### src/rtl/pulse_stretch_pkg.sv
// -----------------------------------------------------------------------------
// pulse_stretch_pkg
//
// Shared definitions for the multi-channel pulse stretcher:
//   - ch_state_t      : per-channel IDLE/ACTIVE state encoding
//   - CH_DEFAULT      : default number of channels
//   - CNT_W_DEFAULT   : default width of the length input and channel counters
//   - LEN_DEF_DEFAULT : default pulse length applied when len is 0
// -----------------------------------------------------------------------------
package pulse_stretch_pkg;

    typedef enum logic {
        ST_IDLE   = 1'b0,
        ST_ACTIVE = 1'b1
    } ch_state_t;

    localparam int CH_DEFAULT      = 4;
    localparam int CNT_W_DEFAULT   = 5;
    localparam int LEN_DEF_DEFAULT = 10;

endpackage : pulse_stretch_pkg

### src/rtl/pulse_stretch_ch.sv
// -----------------------------------------------------------------------------
// pulse_stretch_ch
//
// One pulse-stretch channel: an IDLE/ACTIVE machine with a down-counter.
// A trigger in IDLE loads cnt with eff_len-1 and raises dout from the next
// cycle, so a single-cycle trigger yields exactly eff_len high cycles.
// eff_len is len sampled at the trigger edge, or LEN_DEF when len is 0.
//
// Optional feature (macro PULSE_STRETCH_DONE_EN): adds output done, a
// one-cycle pulse in the first cycle dout is low after a pulse ends.
//
// Ports:
//   clk        in   rising-edge clock
//   rstn       in   asynchronous active-low reset
//   en         in   trigger, level-sampled every edge
//   len        in   pulse length in cycles (0 selects LEN_DEF)
//   retrig     in   1 = retriggerable, 0 = one-shot
//   dout       out  registered stretched pulse
//   active_nxt out  next-state ACTIVE flag, used by the top to register busy
//   done       out  end-of-pulse strobe (PULSE_STRETCH_DONE_EN only)
// -----------------------------------------------------------------------------
module pulse_stretch_ch
    import pulse_stretch_pkg::*;
#(
    parameter int CNT_W   = CNT_W_DEFAULT,
    parameter int LEN_DEF = LEN_DEF_DEFAULT   // must be at least 1
) (
    input  logic             clk,
    input  logic             rstn,
    input  logic             en,
    input  logic [CNT_W-1:0] len,
    input  logic             retrig,
    output logic             dout,
    output logic             active_nxt
`ifdef PULSE_STRETCH_DONE_EN
    ,
    output logic             done
`endif
);

    localparam logic [CNT_W-1:0] CNT_ONE  = CNT_W'(1);
    localparam logic [CNT_W-1:0] DEF_LOAD = CNT_W'(LEN_DEF - 1);

    ch_state_t        state;
    ch_state_t        state_nxt;
    logic [CNT_W-1:0] cnt;
    logic [CNT_W-1:0] cnt_nxt;
    logic [CNT_W-1:0] load_val;
    logic             at_last;

    // Value loaded on any accepted trigger; len is only looked at here, so a
    // running pulse is immune to later len changes unless it is retriggered.
    assign load_val = (len == '0) ? DEF_LOAD : (len - CNT_ONE);

    // cnt==0 in ACTIVE marks the final high cycle of the current pulse.
    assign at_last = (cnt == '0);

    always_comb begin
        // NOTE: every variable driven here gets a default before the case,
        // so no path can leave it unassigned and infer a latch.
        state_nxt = state;
        cnt_nxt   = cnt;
        unique case (state)
            ST_IDLE: begin
                if (en) begin
                    state_nxt = ST_ACTIVE;
                    cnt_nxt   = load_val;
                end
            end
            ST_ACTIVE: begin
                // One-shot mode still accepts a trigger on the last cycle,
                // which chains the next pulse with no low gap.
                if (en && (retrig || at_last)) begin
                    cnt_nxt = load_val;
                end else if (at_last) begin
                    state_nxt = ST_IDLE;
                end else begin
                    cnt_nxt = cnt - CNT_ONE;
                end
            end
        endcase
    end

    assign active_nxt = (state_nxt == ST_ACTIVE);

    always_ff @(posedge clk or negedge rstn) begin
        // NOTE: state registers use non-blocking assignments so every flop
        // samples the pre-edge values regardless of statement order.
        if (!rstn) begin
            state <= ST_IDLE;
            cnt   <= '0;
            dout  <= 1'b0;
        end else begin
            state <= state_nxt;
            cnt   <= cnt_nxt;
            dout  <= active_nxt;
        end
    end

`ifdef PULSE_STRETCH_DONE_EN
    // Registered on the ACTIVE->IDLE transition, so it lines up with the
    // first low cycle of dout. Chained one-shot pulses never leave ACTIVE
    // and therefore only strobe once, after the last pulse.
    always_ff @(posedge clk or negedge rstn) begin
        if (!rstn) begin
            done <= 1'b0;
        end else begin
            done <= (state == ST_ACTIVE) && (state_nxt == ST_IDLE);
        end
    end
`endif

endmodule : pulse_stretch_ch

### src/rtl/pulse_stretch_mc.sv
// -----------------------------------------------------------------------------
// pulse_stretch_mc
//
// Multi-channel pulse stretcher. CH independent pulse_stretch_ch instances
// share len and retrig; each stretches its own en bit into dout. busy is a
// registered OR of all channels, aligned with dout (low in the first cycle
// after the last pulse ends).
//
// Optional feature (macro PULSE_STRETCH_DONE_EN): adds output done[CH-1:0],
// a one-cycle per-channel strobe in the first cycle dout[i] is low after a
// pulse ends. Without the macro the port and its logic do not exist.
//
// Ports:
//   clk     in   rising-edge clock
//   rstn    in   asynchronous active-low reset
//   en      in   [CH-1:0]    per-channel trigger
//   len     in   [CNT_W-1:0] pulse length, 0 selects LEN_DEF
//   retrig  in   1 = retriggerable, 0 = one-shot
//   dout    out  [CH-1:0]    stretched pulses, registered
//   busy    out  registered OR of dout
//   done    out  [CH-1:0]    end-of-pulse strobes (PULSE_STRETCH_DONE_EN only)
// -----------------------------------------------------------------------------
module pulse_stretch_mc
    import pulse_stretch_pkg::*;
#(
    parameter int CH      = CH_DEFAULT,
    parameter int CNT_W   = CNT_W_DEFAULT,
    parameter int LEN_DEF = LEN_DEF_DEFAULT
) (
    input  logic             clk,
    input  logic             rstn,
    input  logic [CH-1:0]    en,
    input  logic [CNT_W-1:0] len,
    input  logic             retrig,
    output logic [CH-1:0]    dout,
    output logic             busy
`ifdef PULSE_STRETCH_DONE_EN
    ,
    output logic [CH-1:0]    done
`endif
);

    logic [CH-1:0] active_nxt;

    for (genvar i = 0; i < CH; i++) begin : g_ch
        pulse_stretch_ch #(
            .CNT_W   (CNT_W),
            .LEN_DEF (LEN_DEF)
        ) u_ch (
            .clk        (clk),
            .rstn       (rstn),
            .en         (en[i]),
            .len        (len),
            .retrig     (retrig),
            .dout       (dout[i]),
            .active_nxt (active_nxt[i])
`ifdef PULSE_STRETCH_DONE_EN
            ,
            .done       (done[i])
`endif
        );
    end

    // Built from the channels' next-state flags rather than from dout, so
    // busy is a true register yet carries no extra cycle of lag.
    always_ff @(posedge clk or negedge rstn) begin
        if (!rstn) begin
            busy <= 1'b0;
        end else begin
            busy <= |active_nxt;
        end
    end

endmodule : pulse_stretch_mc

### config.mk
export PLATFORM = sky130hd
export DESIGN_NAME = pulse_stretch_mc
export DESIGN_NICKNAME = d
export VERILOG_FILES = /design/src/rtl/pulse_stretch_pkg.sv /design/src/rtl/pulse_stretch_ch.sv /design/src/rtl/pulse_stretch_mc.sv
export SDC_FILE = /design/constraint.sdc
export NUM_CORES = 1
export LEC_CHECK = 0
export ABC_AREA = 1
export BUFFER_PORTS_ARGS = -buffer_cell sky130_fd_sc_hd__buf_2
export CAP_MARGIN = 20
export CELL_PAD_IN_SITES_DETAIL_PLACEMENT = 1
export CELL_PAD_IN_SITES_GLOBAL_PLACEMENT = 1
export CORE_UTILIZATION = 38
export CTS_CLUSTER_DIAMETER = 120
export CTS_CLUSTER_SIZE = 30
export DETAILED_ROUTE_END_ITERATION = 7
export GPL_TIMING_DRIVEN = 0
export PLACE_DENSITY = 0.84
export SLEW_MARGIN = 20
export SYNTH_ARGS = -nofsm -noshare
export SYNTH_HDL_FRONTEND = slang
export SYNTH_SLANG_ARGS = --single-unit
### constraint.sdc
create_clock -name clk -period 1.19 [get_ports clk]
set_clock_uncertainty 0.05 [all_clocks]
set_input_delay 0.238 -clock clk [delete_from_list [all_inputs] [get_ports clk]]
set_output_delay 0.238 -clock clk [all_outputs]
set_load 0.03 [all_outputs]
Word-level counts from Yosys, hierarchy flattened
Cells that the tools add are included.

Bitwise operators: 4. Div/mod/pow operators: 0. Muxes and demuxes: 33. $lt $le $gt $ge: 0. Equality and inequality tests: 8. Shift operators: 0. $mul: 0. $add $sub $neg: 5. Reduce and logical (&&, ||, !) cells: 18.

Operators by type and width (count): $mux W5 (13); $pmux W5 S2 (4); $logic_not A5 Y1 (5); $sub A5 B1 Y5 const B (5); $mux W1 (12); $ne A3 B3 Y1 const B (4); $ne A2 B2 Y1 const B (4); $pmux W1 S2 (4); $reduce_and A2 Y1 (4); $logic_and A1 B1 Y1 (4); $logic_or A1 B1 Y1 (4); $not A1 Y1 (4); $reduce_or A4 Y1 (1).

Input port bits: 12. Latch bits: 0. RAM bits: 0. Memories: 0. Flip-flop bits (word level): 25. Memory bits (read-only): 0. Word-level logic and storage cells: 77. Output and inout bits: 5.

Depth between registers and ports, before layout
Depth after elaboration: 6. Gate-level depth with buffers: 9. Gate-level depth less buffers: 9.

Cells and area by module
A second synthesis with hierarchy kept.

Cell total of the unflattened synthesis: 320. Area total of the unflattened synthesis: 2203.4 um2.

By module, submodules not included: pulse_stretch_ch (area an instance 541.8 um2, instances 4, cells an instance 79, sequential area each 150.1 um2); pulse_stretch_mc (area an instance 36.3 um2, instances 1, cells an instance 4, sequential area each 25.0 um2).

Least setup slack after synthesis
No wires, ideal clock.

Path kind: reg-to-reg. From: reg g_ch[0].u_ch.cnt[0]. To: reg g_ch[0].u_ch.cnt[4]. Data arrival time: 1.094 ns. Path buffers: 0. Cell stages (with the launch flop): 8. Clock period less this slack: 1.265 ns. Setup time: 0.120 ns. Slack: -0.075 ns. Required time: 1.020 ns. Cells stage by stage: dfrtp_1 > inv_1 > ha_1 > nand3_2 > nand3_2 > nand2_4 > o21ai_1 > nand2_1.

Word-level cells in the longest chain between the ends: 5. Elaborated cells between the ends (all ways): 9. Those cells by class: add/sub: 1; eq/ne: 1; mux: 3; reduce/logical: 4.

RTL lines: start: declaration (line pulse_stretch_ch.sv:46) `logic [CNT_W-1:0] cnt;`; start signal: assignment (line pulse_stretch_ch.sv:95) `cnt <= cnt_nxt;`; parallel branches: the longest is 5 deep, another holds $sub A5 B1 Y5.

Parallel ways; which one is timed is not known. The select of a mux whose other input is x is not followed. A chain may end at the register's enable or synchronous reset.

Final worst setup path
From: reg g_ch[2].u_ch.cnt[0]. To: reg g_ch[2].u_ch.cnt[4].

Word-level cells in the longest chain between the ends: 5. Elaborated cells between the ends (all ways): 9. Those cells by class: add/sub: 1; eq/ne: 1; mux: 3; reduce/logical: 4.

RTL lines (line): start: declaration (pulse_stretch_ch.sv:46); start signal: assignment (pulse_stretch_ch.sv:95); parallel branches: the longest is 5 deep, another holds $sub A5 B1 Y5.

Parallel ways; which one is timed is not known. The select of a mux whose other input is x is not followed.

==> metrics.cfg <==
[drt]
wl_per_cell_microns = 14.69
drt-pass1-iter-count = 3
first_iter_violations = 53
drt_wl_total_microns = 4847
drcViolationCount = 0
antenna_left = 0
vias_per_cell = 5.106
vias = 1685

[synth]
syn_avg_cell_area_sq_um = 7.200
synth_cell_types = 19
synth_seq_cells = 25
ys_seq_area_share_pct = 36.21
yosys_warnings = 0
yosys.cell_count.top_type = nand2_1
yosys.area.top_type = dfrtp_1
async_flop_share_pct = 100.0
syn_inst = 240
syn-num-nets = 257
synthTopCellsByArea = dfrtp_1 36%, nand2_1 21%, nand3_1 9.6%
synth.top_cell.area_share_pct = 36.21
synth_edf_count = 0
yosys-top-cells-count = 96 x nand2_1, 33 x nand3_1, 25 x dfrtp_1
ys.flop_type = dfrtp_1
syn_area_sq_um = 1728

[place]
dp_hpwl_microns = 3249
placed_cells = 308
portBuffers = 16
place.gp.congestion = 0.7608
placed_area_sq_um = 1956

[finish]
num_antenna_cells = 0
finish.instance_area_sq_um = 2419
nets = 296
regArea_sq_um = 631.9
multi_input_area_sq_um = 1254
drive_gt1_share_pct = 42.81
syn_to_final_growth_pct = 39.97
final_cells = 330
fillers = 543

[global_routing]
grt_max_degree = 26
grt_pass1_wl_microns = 8217
grt_pass1_vias = 1777
grt_use_total_pct = 21.48
gr-total-overflow = 0
antenna_found_initial = 0

[critical_path]
cp-startpoint = g_ch[2].u_ch.cnt[0]$_DFFE_PN0P_
r2r-end = g_ch[2].u_ch.cnt[4]$_DFFE_PN0P_
cp-end-kind = register
arrival_ns = 1.42
worstPathMaxFanout = 5
startpoint_type = register
rr_startpoint = g_ch[2].u_ch.cnt[0]$_DFFE_PN0P_
required_ns = 1.31
worstSetupPathType = reg2reg
r2r_cells = 7
reg2reg_slack_ns = -0.12

[run_status]
violations = setup timing
status = finished, violations left

[power_and_ir_drop]
cellLeakagePower_nw = 1.196
powerDensity_nw_per_um2 = 1995
ir_worst_vdd_v = 0.001116

[die]
die_area_sq_um = 4821
initial_utilization_pct = 39.68
core_sq_um = 4354
rows = 24
io_pins = 17
fp.dieW_microns = 69.43
fp.dieH_microns = 69.43

[clock_tree]
cts_buffers = 3
worstSkewPairLatency_ns = 0.28
clk_pin_slew_ns = 0.09
htreeDepth = 1
clock_path_buffers = 2
clock-root-buffer = clkbuf_8
clkSinkCount = 25
cts_tree = done

[timing]
period_needed_ns = 1.309
relSlewSlack_pct = 60.06
finalHoldViolCount = 0
setup_viol = 25
holdWs_ns = 0.2661
setup_ws_ns = -0.1191
tns_ns = -1.730
fmax_mhz = 763.9
drv_slew = 0
tightest_slew_ns = 0.5990
rsz0062_at_grt = yes
timing.final.crit_share_pct = 110.0

[worst_hold_path]
holdPathEnd = g_ch[3].u_ch.dout$_DFF_PN0_
min-delay-start = en[3]
whs_path_depth = 3
min_path_type = in2reg

[job]
maxCapViolCount = 0

## per-layer routing
layer | track usage [%] | routed length [microns] | vias to the layer above
met5 | 0 | 0 | -
met4 | 6.122 | 80 | 0
met3 | 1.744 | 78 | 7
met2 | 38.62 | 2574 | 18
met1 | 27.44 | 2113 | 830
li1 | - | - | 830
## metrics by stage
stage / utilization, % / power, mW / setup WS [ns]
2_1_floorplan: - / 2.985 / -0.04815
3_3_place_gp: 44.91 / 3.310 / -0.3304
3_5_place_dp: 44.91 / 3.433 / -0.3992
4_1_cts: 52.07 / 4.504 / -0.1019
5_1_grt: 55.55 / 5.241 / -0.2096
6_report: 55.55 / 4.825 / -0.1191
## power breakdown
part	total [mW]	internal (mW)	switching [mW]	leakage, nW
combinational	2.71	1.26	1.44	0.904
clock	0.522	0.241	0.282	0.0228
sequential	1.60	1.21	0.386	0.269
## sequential cells by signal (all words and copies together), names as in the netlist
register / count
busy: 1
g_ch.u_ch.cnt: 20
g_ch.u_ch.dout: 4
## area by class of cell
type                       instances  area share, %
multi-input combinational        183          51.84
sequential                        25          26.13
timing repair buffer              35          10.50
inverter                          28          5.587
tap                               52          2.690
clock buffer                       4          1.862
buffer                             3          1.397
## worst max path at each step
stage	endpoint	slack, ns	depth (start not counted)
after global placement	g_ch[3].u_ch.cnt[3]$_DFFE_PN0P_	-0.33	9
after floorplan	g_ch[2].u_ch.cnt[4]$_DFFE_PN0P_	-0.05	7
after CTS	g_ch[1].u_ch.cnt[2]$_DFFE_PN0P_	-0.10	8
after global routing	g_ch[0].u_ch.cnt[3]$_DFFE_PN0P_	-0.21	9
after detailed placement	g_ch[0].u_ch.cnt[3]$_DFFE_PN0P_	-0.40	9
final	g_ch[2].u_ch.cnt[4]$_DFFE_PN0P_	-0.12	7
## repair_timing
| action | 4_1_cts | 5_1_grt |
|---|---|---|
| hold buffers | 1 | 0 |
| setup endpoints to repair | 28 | 25 |
| pin swaps | 9 | 7 |
| buffers inserted | 18 | 0 |
| hold endpoints to repair | 25 | 0 |
| resized for setup | 38 | 37 |
## critical path, stage by stage (launching register included)
cell     delay [ns]
dfrtp_1        0.40
inv_2          0.09
ha_4           0.16
nand3_4        0.11
nand3_4        0.11
nand2_4        0.08
o21ai_1        0.13
nand2_1        0.08
## layout by cell type, fill, tap and decap left out, types with 5 or more instances in the layout
cell,n
nand2_1,78
nand3_1,21
dfrtp_1,20
nand2_2,18
buf_4,17
inv_1,16
nand3_2,13
buf_2,12
inv_2,8
nand3_4,8
nand2_4,8
nor2_1,8
buf_6,8
dfrtp_2,5
## cell families (layout without fill, tap and decap cells)
| logic type | after synthesis | in the layout | share of synthesized area, % |
|---|---|---|---|
| fa+ha+maj | 5 | 5 | 3.621 |
| flops | 25 | 25 | 36.21 |
| simple gates | 164 | 164 | 46.05 |
| buf+inv | 32 | 70 | 8.110 |
| compound gates | 6 | 6 | 1.955 |
| xor+xnor | 8 | 8 | 4.055 |
Note: power is estimated with default switching activity, not from simulation.
